===== config.mk =====
export PLATFORM = sky130hd
export DESIGN_NAME = v_upd_ingress
export DESIGN_NICKNAME = d
export VERILOG_FILES = /design/src/rtl/v_upd_ingress.sv
export SDC_FILE = /design/constraint.sdc
export NUM_CORES = 1
export LEC_CHECK = 0
export CAP_MARGIN = 20
export CELL_PAD_IN_SITES_DETAIL_PLACEMENT = 0
export CELL_PAD_IN_SITES_GLOBAL_PLACEMENT = 1
export CORE_MARGIN = 1
export CORE_UTILIZATION = 37
export CTS_BUF_LIST = sky130_fd_sc_hd__clkbuf_8
export CTS_CLUSTER_DIAMETER = 50
export DETAILED_ROUTE_END_ITERATION = 10
export PLACE_DENSITY_LB_ADDON = 0.1
export SLEW_MARGIN = 30
export SYNTH_ARGS = -nofsm -noshare
export SYNTH_HDL_FRONTEND = slang
export SYNTH_SLANG_ARGS = --single-unit

===== constraint.sdc =====
create_clock -name clk -period 8.4 [get_ports clk]
set_clock_uncertainty 0.05 [all_clocks]
set_input_delay 1.68 -clock clk [delete_from_list [all_inputs] [get_ports clk]]
set_output_delay 1.68 -clock clk [all_outputs]
set_load 0.03 [all_outputs]

===== src/rtl/v_upd_ingress.sv =====
// Ingress FIFO and issue stage for the v block's list-update port.
// Holds commands while v is busy (BRAM init) and issues at most one per cycle.
package v_pkg;
  typedef logic [7:0]  id_t;
  typedef logic [2:0]  cmd_t;
  typedef logic [15:0] key_t;
  typedef logic [11:0] size_t;
endpackage

module v_upd_ingress #(
  parameter int unsigned DEPTH       = 8,
  parameter int unsigned BOOT_CYCLES = 4
) (
  input  logic                     clk,
  input  logic                     arst_n,
  input  logic                     i_in_vld,
  input  v_pkg::id_t               i_in_prod_id,
  input  v_pkg::cmd_t              i_in_cmd,
  input  v_pkg::key_t              i_in_key,
  input  v_pkg::size_t             i_in_size,
  output logic                     o_in_rdy,
  input  logic                     i_busy,
  output logic                     o_upd_vld_r,
  output v_pkg::id_t               o_upd_prod_id_r,
  output v_pkg::cmd_t              o_upd_cmd_r,
  output v_pkg::key_t              o_upd_key_r,
  output v_pkg::size_t             o_upd_size_r,
  output logic [$clog2(DEPTH):0]   o_occ_r,
  output logic [$clog2(DEPTH):0]   o_hwm_r,
  output logic [1:0]               o_state_r
);

  localparam int unsigned AW = $clog2(DEPTH);
  localparam int unsigned OW = AW + 1;
  localparam int unsigned BW = $clog2(BOOT_CYCLES) + 1;

  typedef enum logic [1:0] {
    BOOT = 2'd0,
    INIT = 2'd1,
    RUN  = 2'd2
  } state_t;

  typedef struct packed {
    v_pkg::id_t   prod_id;
    v_pkg::cmd_t  cmd;
    v_pkg::key_t  key;
    v_pkg::size_t size;
  } entry_t;

  state_t          state_r, state_nxt;
  logic [BW-1:0]   boot_cnt_r;
  logic [AW-1:0]   wr_ptr_r, rd_ptr_r;
  entry_t          fifo_mem [DEPTH];
  entry_t          entry_in;
  logic            push, pop;
  logic [OW-1:0]   occ_nxt, hwm_nxt;

  assign entry_in = '{prod_id: i_in_prod_id, cmd: i_in_cmd, key: i_in_key, size: i_in_size};

  // Ready depends only on registered occupancy, so no input-to-output path.
  assign o_in_rdy  = (o_occ_r != OW'(DEPTH));
  assign push      = i_in_vld && o_in_rdy;
  assign pop       = (state_r == RUN) && !i_busy && (o_occ_r != '0);
  assign occ_nxt   = o_occ_r + OW'(push) - OW'(pop);
  assign hwm_nxt   = (occ_nxt > o_hwm_r) ? occ_nxt : o_hwm_r;
  assign o_state_r = state_r;

  always_comb begin
    state_nxt = state_r;
    case (state_r)
      BOOT: begin
        if (i_busy)
          state_nxt = INIT;
        else if (boot_cnt_r == BW'(BOOT_CYCLES - 1))
          state_nxt = RUN;
      end
      INIT:    if (!i_busy) state_nxt = RUN;
      RUN:     if (i_busy)  state_nxt = INIT;
      default: state_nxt = BOOT;
    endcase
  end

  always_ff @(posedge clk) begin
    if (push)
      fifo_mem[wr_ptr_r] <= entry_in;
  end

  always_ff @(posedge clk or negedge arst_n) begin
    if (!arst_n) begin
      state_r         <= BOOT;
      boot_cnt_r      <= '0;
      wr_ptr_r        <= '0;
      rd_ptr_r        <= '0;
      o_occ_r         <= '0;
      o_hwm_r         <= '0;
      o_upd_vld_r     <= 1'b0;
      o_upd_prod_id_r <= '0;
      o_upd_cmd_r     <= '0;
      o_upd_key_r     <= '0;
      o_upd_size_r    <= '0;
    end else begin
      state_r <= state_nxt;
      if (state_r == BOOT)
        boot_cnt_r <= boot_cnt_r + BW'(1);
      if (push)
        wr_ptr_r <= wr_ptr_r + AW'(1);
      // Head is read only when occupancy was nonzero last edge, so a fresh write is never bypassed.
      if (pop) begin
        rd_ptr_r        <= rd_ptr_r + AW'(1);
        o_upd_prod_id_r <= fifo_mem[rd_ptr_r].prod_id;
        o_upd_cmd_r     <= fifo_mem[rd_ptr_r].cmd;
        o_upd_key_r     <= fifo_mem[rd_ptr_r].key;
        o_upd_size_r    <= fifo_mem[rd_ptr_r].size;
      end
      o_upd_vld_r <= pop;
      o_occ_r     <= occ_nxt;
      o_hwm_r     <= hwm_nxt;
    end
  end

endmodule


==> flow_summary.ini, run 1 <==
[logic_synthesis]
synth_cells = 844
ys_ff_latch = 371
synth_fp_nets = 902
synth_warnings = 0
avgSynthCellArea_um2 = 17.10
yosys.area.top_type = edfxtp_1
ys_seq_area_share_pct = 75.16
synth_xor_area_share_pct = 0.3642
synth_ff_type = edfxtp_1
ys_types = 38
synth_top_area_share_pct = 64.93
synthTopCellsByCount = 312 x edfxtp_1, 156 x mux2i_1, 85 x nand2_1, 78 x a22oi_1, 59 x dfrtp_1
yosys.area_share.simple_pct = 4.475
synthTopCellsByArea = edfxtp_1 65%, mux2i_1 11%, dfrtp_1 10%
synth_top_family_by_area = multiplexers
ys_async_sr_fraction_pct = 15.90
synth_fa_ha_area_share_pct = 1.353
synth_area_um2 = 14430
synth_compound_area_share_pct = 4.683
yosysMostFrequentCell = edfxtp_1
synth-edff-count = 312
muxShareOfSynthArea_pct = 11.29

[worst_setup_path]
reg2reg_depth = 16
start_kind = input pin
path_class = input pin to flip-flop
cp.arrival_ns = 5.38
critPathCaptureType = flip-flop
path_max_fanout = 42
required_ns = 8.79

[placed_design]
io_buffers = 93
place.gp.congestion = 0.6855
dp_hpwl_um = 15720
pre_cts_slack_ns = 2.800

[power_and_ir_drop]
power.leakage_nw = 6.390
ir_worst_vdd_mv = 0.1587
p_per_area_nw_per_um2 = 351.6

[sta]
hold_viol = 0
setup-violations-final = 0
slew_viol_final = 0
fmax_mhz = 200.6
max_slew_margin_pct = 50.32
finalSetupTns_ns = 0
min_period_ns = 4.984
fin_crit_sh_pct = 59.33
rsz0062_at_grt = no
worst_slack_ns = 3.416
worst_pin_slew_ns = 0.7452

[route]
ant_nets = 0
wl_met3_um = 1371
drt_pass1_iterations = 5
wl_um = 32530
vias = 7553
drt_iter0_drc = 332
wl_met2_um = 15540
wire_per_inst_um = 21.18
via_per_inst = 4.917
maxUsedRoutingLayer = met4
drc = 0
drt-met1-wl_um = 15000

[flow_run]
cap_violations = 0

[clocking]
cts_tree = done
cts_buffers = 66
clockBufferDepth = 3
cts_setup_buffers = 0
cts-resized-gates = 0
insertion_delay_ns = 0.57
ctsRootBufferMaster = clkbuf_8
cts_sinks = 371
ctsHtreeMaxLevel = 3
clk_pin_slew_ns = 0.05
cts_hold_buf = 0

[global_route]
grt_pass1_vias = 7751
grt_max_degree = 60
grt-ovfl-total = 0
antenna_found_initial = 0
gr-usage-all-layers_pct = 16.94
grt_pass1_wl_um = 48400

[die]
die_y_um = 199.5
fp.dieW_um = 199.5
core_um2 = 38020
num_rows = 71
start_util_pct = 37.95
io_pins = 94
dieArea_um2 = 39790

[cells_and_area]
final-seq-area_um2 = 10850
syn_to_final_growth_pct = 18.19
multi_input_area_um2 = 3278
fill_cells = 3470
antenna_cells = 0
final_nets = 1038
post_route_cells_drive_above_1_share_pct = 11.41
final_util_pct = 44.85

[hold_path]
holdPathStages = 2
hold_path_class = flip-flop to flip-flop

[run_status]
status = finished clean
critical path, cell delays in order:
cell and delay [ns]:
clkdlybuf4s50_1 0.50, nor2_1 0.08, o311ai_4 0.08, buf_4 0.61
inv_2 0.07, ha_1 0.29, inv_1 0.04, ha_1 0.20
fa_1 0.40, xor2_1 0.25, ha_1 0.30, and3_4 0.17
a221oi_2 0.28, a21oi_2 0.10, mux2_1 0.32
area by class of cell:
class	instances	share of cell area (%)
inverters	13	0.2861
clock inverters	39	0.9171
repair buffers	110	6.236
well taps	511	3.749
clock buffers	74	5.972
flip-flops and latches	371	63.62
multi-input cells	418	19.22
logic make-up (layout without fill, tap and decap cells):
kind of cell / after synthesis / count (layout)
flip-flops: 371 / 371
XOR/XNOR: 6 / 6
buffers and inverters: 55 / 236
multiplexers: 162 / 162
adder cells (fa/ha/maj): 15 / 15
AO/OA/AOI/OAI: 87 / 87
AND/OR/NAND/NOR: 148 / 148
sequential cells by signal (all words and copies together) (netlist names):
register         count
boot_cnt_r           3
fifo_mem           312
o_hwm_r              4
o_occ_r              4
o_state_r            2
o_upd_cmd_r          3
o_upd_key_r         16
o_upd_prod_id_r      8
o_upd_size_r        12
o_upd_vld_r          1
rd_ptr_r             3
wr_ptr_r             3
metrics by stage:
stage | hold slack, ns | cell area, µm² | instances | power [mW]
after global routing | 0.4368 | 17050 | 1536 | 6.349
after detailed placement | 0.4126 | 15880 | 1423 | 4.578
after global placement | 0.4084 | 15870 | 1423 | 4.565
final | 0.4169 | 17050 | 1536 | 5.997
after floorplan | 0.3980 | 14430 | 844 | 3.949
after CTS | 0.4270 | 17050 | 1536 | 6.097
path summary, 6_finish.rpt:
check	end	from	slack (ns)
setup / recovery	o_hwm_r[2]	i_busy	3.42
hold / removal	o_upd_key_r[10]	o_upd_key_r[10]	0.42
setup reg to reg	o_hwm_r[2]	o_occ_r[2]	4.30
hold reg to reg	o_upd_key_r[10]	o_upd_key_r[10]	0.42
max in group asynchronous	rd_ptr_r[0]	arst_n	6.64
min in group asynchronous	o_upd_size_r[9]	arst_n	1.10
cells in the final DEF, fill, tap and decap left out, types with 2 or more instances in the layout:
cell and count:
buf_4 16, clkinv_1 4, a22oi_1 78, inv_1 43, nand2b_1 2, mux2_1 5
edfxtp_1 312, dfrtp_1 58, ha_1 14, mux2i_1 156, clkbuf_8 74, nand3_1 41
clkinv_2 2, nand2_1 85, clkdlybuf4s50_1 92, nor2b_4 2, xnor2_1 3, nor2_1 3
nor2_4 7, a21o_1 2, a21oi_1 2, clkinvlp_4 2, xor2_1 3, buf_6 2
routing by layer:
layer,up-vias,global-route usage [%]
met5,-,0
met4,0,6.277
met3,51,3.224
met2,152,27.16
met1,3833,22.89
li1,3517,-
power breakdown:
group | internal, mW | total (mW) | switching (mW)
Sequential | 2.38 | 2.56 | 0.181
Combinational | 0.763 | 1.95 | 1.18
Clock | 0.798 | 1.49 | 0.692
No activity file was read; power rests on OpenSTA's default activity.
==> run 2, diff against run 1 <==
==> constraint.sdc (replaced) <==
create_clock -name clk -period 4.9 [get_ports clk]
set_clock_uncertainty 0.05 [all_clocks]
set_input_delay 0.98 -clock clk [delete_from_list [all_inputs] [get_ports clk]]
set_output_delay 0.98 -clock clk [all_outputs]
set_load 0.03 [all_outputs]
==> run 2 against run 1 <==
Sequential share of layout area down 0.55 points; cell area rose by 0.87%; final cell count increased by 0.46%; critical path type unchanged.
==> flow_summary.ini, run 2 (synthesized netlist as in run 1, its figures left out) <==
[run_status]
status = finished clean

[worst_setup_path]
reg2reg_depth = 15
critPathTopFamily = compound AO/OA/AOI/OAI gates
critPathSlowestCell = clkdlybuf4s50_1
path_max_fanout = 4
cpMostUsedCell = ha_1
slowest_delay_ns = 0.44
rr_endpoint = o_hwm_r[2]
path_class = input pin to flip-flop
critPathBufInv = 3
start_kind = input pin
path_cells = clkdlybuf4s50_1 > nor2_1 > o311ai_4 > inv_2 > ha_1 > inv_1 > ha_1 > a21o_1 > a21oi_1 > xor2_1 > ha_1 > and3_4 > a221oi_2 > a21oi_2 > mux2_1
r2r_start = o_occ_r[2]
rrSetupSlack_ns = 1.26
required_ns = 5.31
cp.arrival_ns = 4.11
critPathCaptureType = flip-flop

[sta]
fin_crit_sh_pct = 75.46
worst_slack_ns = 1.202
fmax_mhz = 270.4
worst_pin_slew_ns = 0.7169
rsz0062_at_grt = no
max_slew_margin_pct = 52.05
min_period_ns = 3.698
hold_viol = 0
setup-violations-final = 0
slew_viol_final = 0
finalSetupTns_ns = 0

[route]
drt_iter0_drc = 271
via_per_inst = 4.820
vias = 7437
drc = 0
ant_nets = 0
drt_pass1_iterations = 4
wire_per_inst_um = 19.94
wl_um = 30770

[cells_and_area]
regMostFlops = fifo_mem
final_cell_mix = 312 x edfxtp_1, 156 x mux2i_1, 92 x clkdlybuf4s50_1, 85 x nand2_1, 78 x a22oi_1
final_nets = 1040
largest_reg_flops = 312
post_route_cells_drive_above_1_share_pct = 12.21
antenna_cells = 0
largest_registers = fifo_mem: 312 flops, o_upd_key_r: 16 flops, o_upd_size_r: 12 flops
layout_commonest_cell = edfxtp_1
syn_to_final_growth_pct = 19.22

[power_and_ir_drop]
pwr-share-clk_pct = 25.4
ir_worst_vdd_mv = 0.2915
seqPwrFrac_pct = 42.2
power.leakage_nw = 6.435
switching_share_pct = 33.76
power.net_switching_mw = 3.484
p_per_area_nw_per_um2 = 599.9
intPower_mw = 6.836
combPwrFrac_pct = 32.4

[clocking]
ctsHtreeMaxLevel = 3
ctsRootBufferMaster = clkbuf_8
clk_pin_slew_ns = 0.06
cts_sinks = 371
clockBufferDepth = 3
cts-resized-gates = 0
cts_tree = done
insertion_delay_ns = 0.58
cts_setup_buffers = 0
cts_hold_buf = 0
cts_buffers = 66

[global_route]
grt_pass1_wl_um = 47090
grt_pass1_vias = 7755
grt-ovfl-total = 0
gr-usage-all-layers_pct = 16.23
grt_max_degree = 67
antenna_found_initial = 0

[die]
die_y_um = 199.5
io_pins = 94
start_util_pct = 37.95
dieArea_um2 = 39790
fp.dieW_um = 199.5
core_um2 = 38020
num_rows = 71

[hold_path]
hold_path_class = input pin to asynchronous set/reset pin

[flow_run]
cap_violations = 0

[placed_design]
pre_cts_slack_ns = 0.6057
place.gp.congestion = 0.6600
dp_hpwl_um = 16320
io_buffers = 93
## run 2: changes by cell type in the layout (fill, tap and decap cells not counted), sizes merged
cell / change
clkbuf: +2
buf: +2
clkinv: +8
inv: -5
## run 2: power groups by stage
stage / sequential [mW] / combinational, mW / clock, mW
final: 4.35 / 3.34 / 2.62
after global routing: 4.42 / 3.68 / 2.86
after CTS: 4.43 / 3.35 / 2.72
after floorplan: 4.72 / 2.05 / 0
after detailed placement: 4.49 / 3.34 / 0
after global placement: 4.48 / 3.34 / 0
## run 2: final cells by class
cell class	count	area, µm²
repair buffers	112	1162
multi-input cells	418	3278
flip-flops and latches	371	10850
clock inverters	42	177.7
inverters	13	48.80
fillers	3465	20820
clock buffers	76	1046
well taps	511	639.4
## run 2: layer usage
metal	share of wire, %	wire length [µm]	vias to the layer above	GRT usage (%)
li1	-	-	3535	-
met1	44	13640	3700	20.91
met5	0	0	-	0
met4	1.7	537	0	5.768
met3	4.8	1478	42	3.308
met2	49	15110	160	27.15
## run 2: worst max-delay path by stage
stage	start	to	slack (ns)	cells past startpoint
6_report	i_busy	o_hwm_r[2]	1.20	15
5_1_grt	o_occ_r[2]	o_hwm_r[3]	0.95	15
4_1_cts	i_busy	o_hwm_r[1]	1.22	15
3_5_place_dp	i_busy	o_hwm_r[0]	0.61	15
3_3_place_gp	i_busy	o_hwm_r[0]	0.59	15
2_1_floorplan	o_occ_r[2]	fifo_mem[1][0]	0.28	5
## run 2: stage by stage
| step | cells | hold slack [ns] | total power, mW | utilization, % | area, µm² |
|---|---|---|---|---|---|
| 6_report | 1543 | 0.3657 | 10.32 | 45.24 | 17200 |
| 3_5_place_dp | 1424 | 0.4124 | 7.835 | 41.96 | 15950 |
| 3_3_place_gp | 1424 | 0.4090 | 7.819 | 41.96 | 15950 |
| 4_1_cts | 1542 | 0.4265 | 10.51 | 45.18 | 17180 |
| 5_1_grt | 1543 | 0.4014 | 10.97 | 45.24 | 17200 |
| 2_1_floorplan | 844 | 0.3980 | 6.770 | - | 14430 |
## run 2: worst register-to-register path, cell delays in order, from the launching register on
cell and delay (ns):
dfrtp_1 0.37, inv_1 0.10, ha_1 0.15, or3b_1 0.41, nand2_2 0.13, ha_1 0.15
inv_1 0.06, ha_1 0.27, a21o_1 0.18, a21oi_1 0.16, xor2_1 0.28, ha_1 0.31
and3_4 0.20, a221oi_2 0.28, a21oi_2 0.10, mux2_1 0.31
==> run 3, diff against run 2 <==
==> constraint.sdc (replaced) <==
create_clock -name clk -period 3.2 [get_ports clk]
set_clock_uncertainty 0.05 [all_clocks]
set_input_delay 0.64 -clock clk [delete_from_list [all_inputs] [get_ports clk]]
set_output_delay 0.64 -clock clk [all_outputs]
set_load 0.03 [all_outputs]
==> run 3 against run 2 <==
The flow now finishes with violations (setup timing); clock-buffer cell count shrank 4; via count rose by 2.8%; cell area up 2.3%; sequential share of layout area shrank 1.4 points; clock power rose by 53%; hold slack better by 0.053 ns; final cell count increased by 2.0%; critical path depth increased by 1; register-to-register slack got worse by 1.4 ns; sequential power increased by 54%.
==> flow_summary.ini, run 3 (synthesized netlist as in run 1, its figures left out) <==
[route]
vias = 7644
drc = 0
drt_iter0_drc = 357
drt_pass1_iterations = 6
via_per_inst = 4.856
ant_nets = 0
wire_per_inst_um = 20.02
wl_um = 31510

[run_status]
violations = setup timing
status = finished, violations left

[global_route]
grt_max_degree = 60
grt_pass1_wl_um = 48360
grt_pass1_vias = 7989
grt-ovfl-total = 0
antenna_found_initial = 1
gr-usage-all-layers_pct = 16.56

[cells_and_area]
final_cells = 1574
layout_commonest_cell = edfxtp_1
final_nets = 1069
final_util_pct = 46.27
antenna_cells = 0
largest_registers = fifo_mem: 312 flops, o_upd_key_r: 16 flops, o_upd_size_r: 12 flops
post_route_cells_drive_above_1_share_pct = 16.18
regMostFlops = fifo_mem
syn_to_final_growth_pct = 21.94
final_cell_mix = 312 x edfxtp_1, 156 x mux2i_1, 92 x clkdlybuf4s50_1, 85 x nand2_1, 78 x a22oi_1
largest_reg_flops = 312

[clocking]
cts_buffers = 61
cts_tree = done
clk_pin_slew_ns = 0.06
ctsRootBufferMaster = clkbuf_8
clockBufferDepth = 3
ctsHtreeMaxLevel = 2
cts_sinks = 371
insertion_delay_ns = 0.63

[flow_run]
cap_violations = 0

[die]
dieArea_um2 = 39790
start_util_pct = 37.95
core_um2 = 38020
fp.dieW_um = 199.5
io_pins = 94
die_y_um = 199.5
num_rows = 71

[sta]
hold_slack_ns = 0.4191
worst_slack_ns = -0.1496
finalSetupTns_ns = -0.5850
fin_crit_sh_pct = 104.7
hold_viol = 0
slew_viol_final = 0
setup-violations-final = 4
fmax_mhz = 298.5
min_period_ns = 3.350
worst_pin_slew_ns = 0.7082
max_slew_margin_pct = 52.78
rsz0062_at_grt = yes

[worst_setup_path]
rr_endpoint = o_hwm_r[2]
critPathCaptureType = flip-flop
cp.arrival_ns = 3.81
required_ns = 3.66
path_max_fanout = 4
rrSetupSlack_ns = -0.15
path_class = flip-flop to flip-flop
r2r_start = o_occ_r[3]
reg2reg_depth = 16
start_kind = flip-flop

[placed_design]
place.gp.congestion = 0.6822
dp.cells = 1455
dp_hpwl_um = 17380
io_buffers = 93

[hold_path]
min_from = o_upd_key_r[6]
min_to = o_upd_key_r[6]
hold_path_class = flip-flop to flip-flop
holdPathStages = 2

[power_and_ir_drop]
power_mw = 16.48
ir_worst_vdd_mv = 1.038
p_per_area_nw_per_um2 = 936.7
power.leakage_nw = 6.629
==> run 3: worst max-delay path by stage <==
| stage | start | to | slack (ns) |
|---|---|---|---|
| floorplan | o_occ_r[2] | fifo_mem[2][0] | -0.37 |
| global placement | i_busy | o_hwm_r[1] | -0.62 |
| detailed placement | i_busy | o_hwm_r[2] | -0.66 |
| CTS | o_occ_r[3] | o_hwm_r[2] | -0.14 |
| global route | o_occ_r[2] | o_hwm_r[2] | -0.27 |
| finish | o_occ_r[3] | o_hwm_r[2] | -0.15 |
==> run 3: area by class of cell <==
cell class / instances / area [µm²]
clock buffer: 72 / 991.0
tap: 511 / 639.4
sequential: 371 / 10850
multi-input combinational: 418 / 3396
inverter: 13 / 51.30
timing repair buffer: 146 / 1445
clock inverter: 43 / 220.2
fill: 3445 / 20430
==> run 3: power breakdown <==
part	switching, mW	internal, mW	total [mW]
clock network	1.83	2.19	4.02
logic	3.20	2.55	5.75
registers	0.483	6.23	6.72
==> run 3: stage by stage <==
stage	setup WS, ns	instance area, µm²
final	-0.1496	17590
after global routing	-0.2710	17590
after CTS	-0.1445	17570
after detailed placement	-0.6594	16260
after global placement	-0.6170	16260
after floorplan	-0.3684	14490
==> run 3: worst max-delay path, stage by stage (launching register included) <==
cell and delay, ns:
dfrtp_2 0.43, inv_2 0.08, ha_4 0.13, inv_2 0.04
o311ai_4 0.24, inv_2 0.09, ha_4 0.27, inv_2 0.04
ha_4 0.15, a21o_1 0.18, a21oi_2 0.13, xor2_1 0.21
ha_1 0.28, and3_4 0.20, a221oi_2 0.28, a21oi_2 0.12
mux2_4 0.31
==> run 3: timing repair <==
action | 4_1_cts | 5_1_grt
gates cloned | 0 | 0
setup endpoints to repair | 4 | 4
setup buffers | 3 | 0
hold buffers | 0 | 1
endpoints found under the hold margin | 0 | 4
pin swaps | 12 | 0
resized for setup | 13 | 1
==> run 3: per-layer routing <==
layer	global-route usage, %	part of all wire [%]	vias up
met3	3.899	4.4	56
met1	22.34	47	3865
met5	0	0.032	-
met2	26.65	47	133
met4	4.778	1.7	2
li1	-	-	3588
